## config.mk

```make
export PLATFORM = sky130hd
export DESIGN_NAME = cell_selector
export DESIGN_NICKNAME = d
export VERILOG_FILES = /design/src/rtl/cell_selector.sv
export SDC_FILE = /design/constraint.sdc
export NUM_CORES = 1
export LEC_CHECK = 0
export ABC_AREA = 1
export BUFFER_PORTS_ARGS = -buffer_cell sky130_fd_sc_hd__buf_2
export CELL_PAD_IN_SITES_DETAIL_PLACEMENT = 1
export CELL_PAD_IN_SITES_GLOBAL_PLACEMENT = 1
export CORE_MARGIN = 1
export CORE_UTILIZATION = 38
export DETAILED_ROUTE_END_ITERATION = 7
export PLACE_DENSITY = 0.87
export SYNTH_ARGS = -nofsm -noshare
export SYNTH_HDL_FRONTEND = slang
export SYNTH_SLANG_ARGS = --single-unit
```

## constraint.sdc

```tcl
create_clock -name clk -period 2.8 [get_ports clk]
set_input_delay 0.56 -clock clk [delete_from_list [all_inputs] [get_ports clk]]
set_output_delay 0.56 -clock clk [all_outputs]
set_load 0.02 [all_outputs]
```

## src/rtl/cell_selector.sv

```systemverilog
// Cursor/commit controller for a tic-tac-toe style board: steps a cursor over free cells,
// commits the cell under it, and tracks turns, per-turn timeout and board-full.
module cell_selector #(
  parameter int N_CELLS        = 9,
  parameter int POS_W          = 4,
  parameter int TIMEOUT_CYCLES = 0,
  parameter int TO_W           = 32
) (
  input  logic               clk,
  input  logic               reset,
  input  logic               enable,
  input  logic               btn_next,
  input  logic               btn_sel,
  input  logic [N_CELLS-1:0] occupied,
  output logic [POS_W-1:0]   pos,
  output logic               ready,
  output logic               player,
  output logic               timeout,
  output logic               board_full
);

  typedef enum logic [1:0] {SEARCH, IDLE, COMMIT, FULL} state_t;

  localparam logic [POS_W-1:0] LAST    = POS_W'(N_CELLS - 1);
  localparam bit               TO_EN   = (TIMEOUT_CYCLES > 0);
  localparam logic [TO_W-1:0]  TO_LAST = TO_EN ? TO_W'(TIMEOUT_CYCLES - 1) : '0;

  state_t           state, state_nxt;
  logic [POS_W-1:0] pos_nxt, pos_inc;
  logic [POS_W-1:0] scan_cnt, scan_nxt;
  logic             player_nxt;
  logic [TO_W-1:0]  timer, timer_nxt;
  logic             prev_next, prev_sel;
  logic             next_edge, sel_edge;
  logic             cur_occ;
  logic             timeout_hit;

  // Previous levels are sampled even while disabled so a held button never yields a late edge.
  assign next_edge = btn_next & ~prev_next;
  assign sel_edge  = btn_sel & ~prev_sel;

  assign cur_occ     = occupied[pos];
  assign pos_inc     = (pos == LAST) ? '0 : pos + POS_W'(1);
  assign timeout_hit = TO_EN && enable && (state == IDLE) && (timer == TO_LAST) && !sel_edge;

  always_comb begin
    state_nxt  = state;
    pos_nxt    = pos;
    scan_nxt   = scan_cnt;
    player_nxt = player;
    timer_nxt  = timer;
    if (enable) begin
      case (state)
        SEARCH: begin
          if (!cur_occ) begin
            state_nxt = IDLE;
          end else begin
            // After N occupied cells the cursor has wrapped back to where the scan began.
            pos_nxt = pos_inc;
            if (scan_cnt == LAST) state_nxt = FULL;
            else                  scan_nxt  = scan_cnt + POS_W'(1);
          end
        end
        IDLE: begin
          if (TO_EN) timer_nxt = timer + TO_W'(1);
          if (sel_edge) begin
            if (!cur_occ) begin
              state_nxt = COMMIT;
            end else begin
              state_nxt = SEARCH;
              scan_nxt  = '0;
            end
          end else begin
            if (timeout_hit) begin
              timer_nxt  = '0;
              player_nxt = ~player;
            end
            if (next_edge) begin
              pos_nxt   = pos_inc;
              state_nxt = SEARCH;
              scan_nxt  = '0;
            end else if (cur_occ) begin
              state_nxt = SEARCH;
              scan_nxt  = '0;
            end
          end
        end
        COMMIT: begin
          player_nxt = ~player;
          timer_nxt  = '0;
          state_nxt  = SEARCH;
          scan_nxt   = '0;
        end
        FULL: begin
          if (!(&occupied)) begin
            state_nxt = SEARCH;
            scan_nxt  = '0;
          end
        end
        default: state_nxt = SEARCH;
      endcase
    end
  end

  always_ff @(posedge clk or posedge reset) begin
    if (reset) begin
      state     <= SEARCH;
      pos       <= '0;
      scan_cnt  <= '0;
      player    <= 1'b0;
      timer     <= '0;
      prev_next <= 1'b0;
      prev_sel  <= 1'b0;
    end else begin
      state     <= state_nxt;
      pos       <= pos_nxt;
      scan_cnt  <= scan_nxt;
      player    <= player_nxt;
      timer     <= timer_nxt;
      prev_next <= btn_next;
      prev_sel  <= btn_sel;
    end
  end

  assign ready      = enable && (state == COMMIT);
  assign timeout    = timeout_hit;
  assign board_full = (state == FULL) && (&occupied);

endmodule

```

==> results.cfg <==
[run_status]
status = complete, no violations

[floorplan]
die_x_microns = 52.2
fp.dieH_microns = 52.2
io_pins = 22
start_util = 0.416
core_region_area_sq_um = 2300
num_rows = 17
die_area_sq_um = 2720

[hold_path]
hold_class = in -> async

[clock_network]
htree_levels = 1
ctsResizeCount = 0
cts.reportedPaths.clkPinSlew_ps = 80
cts_sinks = 13
post_cts_buffers = 0
clock_path_buffers = 2
cts_hold_buffers = 0
clk_root_buffer_cell = clkbuf_4
clkLatencyLatePin_ps = 280
cts_buffers = 3
cts_tree = yes

[synthesis]
synthesis.area_sq_um = 956
ys_seq_area_frac = 0.340
synthMostInstantiatedCell = nand2_1
synth.top_cells.by_count = 35 x nand2_1, 26 x inv_1, 13 x dfrtp_1, 12 x nand3_1, 9 x nor2_1
yosysWarnings = 0
yosysUniqueCellTypes = 21
syn-num-nets = 155
synth_top_area_frac = 0.340
syn_avg_cell_area_sq_um = 6.98
yosys.area.top_type = dfrtp_1
synthTopCellsByArea = dfrtp_1 34%, nand2_1 14%, inv_1 10%, nand3_1 6.3%, ha_1 5.2%
synth_async_sr_flop_share = 1.00
synth_ff_type = dfrtp_1
synth_enable_flop_cells = 0
synthesis.instances = 137
synth_seq_cells = 13

[layout]
drive_above_1_share = 0.256
seqCellArea_sq_um = 325
syn_to_final_growth_pct = 16.1
nNetsFinal = 179
multi_input_area_sq_um = 518
n_antenna_cell = 0
fill_cells = 319
post-route-cell-area_sq_um = 1110

[timing]
post-route-period-util = 0.656
fin_tns_setup_ps = 0
post-route-min-period_ps = 1840
fin_hold_ws_ps = 284
hold_viol_final = 0
finalSetupViolCount = 0
worst_slew_pin_slew_ps = 523
slew_violations = 0
clock.fmax_mhz = 544
slew_headroom = 0.650
rsz0062_at_grt = false
finClkSkew_ps = 0.898

[place]
postPlaceCellArea_sq_um = 1080
dp_hpwl_microns = 1950
place.port_buffers = 20
place.gp.congestion = 0.826

[routing]
dr.pass1.iters = 4
antenna_left = 0
drt_iter0_markers = 6
via_per_inst = 4.93
routedWlPerCell_microns = 12.7
num_vias = 926
routed_wl_microns = 2400
drc = 0

[power_and_ir_drop]
ir_worst_vdd_mv = 0.570
leakage_nw = 0.633
p_per_area_nw_per_um2 = 905
p_total_w = 0.00100

[setup_path]
cp_data_required_time_ps = 2240
crit_chain = nand2_1, nor2_1, nand3_1, inv_1, buf_2
path_buf_inv = 2
critical_path.max_fanout = 7
start_kind = flip-flop
crit_path_end_kind = output pin
cp_slowest_cell = dfrtp_1
critPathKind = reg -> out
reg2reg_slack_ps = 1100
path_delay_family = flip-flops
max_stage_delay_ps = 450
worst_ep_arrival_time_ps = 1280

[global_route]
grt.total_usage = 0.206
gr-total-overflow = 0
grt_pass1_wl_microns = 4040
grt_pass1_vias = 991
grt_max_degree = 14
antenna_found_initial = 0

[job]
drv_cap = 0
kinds of logic (layout without fill, tap and decap cells):
group                    Yosys count  count (layout)  share of synthesized area
AO/OA/AOI/OAI                      8               8                     0.0445
XOR/XNOR                           4               4                     0.0366
adder cells (fa/ha/maj)            4               4                     0.0524
buffers and inverters             29              52                      0.118
flip-flops                        13              13                      0.340
other                              1               1                    0.00392
AND/OR/NAND/NOR                   78              78                      0.404
final timing paths:
kind / to / from / cells after the start
max: board_full / state[0]$_DFFE_PP0P_ / 5
min: state[1]$_DFFE_PP0P_ / reset / 2
max reg2reg: scan_cnt[1]$_DFFE_PP0P_ / pos[0]$_DFFE_PP0P_ / 10
min reg2reg: player$_DFFE_PP0P_ / player$_DFFE_PP0P_ / 1
max in group asynchronous: scan_cnt[1]$_DFFE_PP0P_ / reset / 2
min in group clk: prev_next$_DFF_PP0_ / btn_next / 1
cell type report:
type,count,share of cell area
Inverter,28,0.0947
Tap cell,28,0.0316
Sequential cell,13,0.293
Clock buffer,4,0.0237
Timing Repair Buffer,20,0.0902
Multi-Input combinational cell,95,0.467
layer usage:
layer	vias up	wire length, microns	global-route usage
li1	468	-	-
met1	430	1120	0.243
met2	24	1180	0.372
met3	4	76	0.0175
met4	0	23	0.0921
met5	-	0	0
layout by cell type (no fill, tap or decap), drive strengths merged:
| master | netlist | routed |
|---|---|---|
| conb | 1 | 1 |
| nor3 | 5 | 5 |
| nand3 | 16 | 16 |
| nand4 | 2 | 2 |
| xor2 | 4 | 4 |
| dfrtp | 13 | 13 |
| nand2 | 43 | 43 |
| inv | 28 | 28 |
| nor2 | 12 | 12 |
| o21ai | 7 | 7 |
| ha | 4 | 4 |
| a211oi | 1 | 1 |
| clkbuf | 0 | 4 |
| buf | 1 | 20 |
report_power, final:
| part | switching (W) | internal [W] | total (W) |
|---|---|---|---|
| Combinational | 0.000373 | 0.000187 | 0.000561 |
| Clock | 0.0000633 | 0.0000553 | 0.000119 |
| Sequential | 0.0000797 | 0.000245 | 0.000325 |
sequential cells by signal, summed over array words and instances, names as in the netlist:
signal	count
prev_sel	1
pos	4
player	1
prev_next	1
scan_cnt	4
state	2
through the flow:
stage | utilization | worst slack (ps) | std cells
final | 0.483 | 963 | 188
after global routing | 0.483 | 860 | 188
after CTS | 0.483 | 942 | 188
after detailed placement | 0.472 | 1000 | 184
after global placement | 0.472 | 1050 | 184
after floorplan | - | 1110 | 137
No activity file was read; power rests on OpenSTA's default activity.
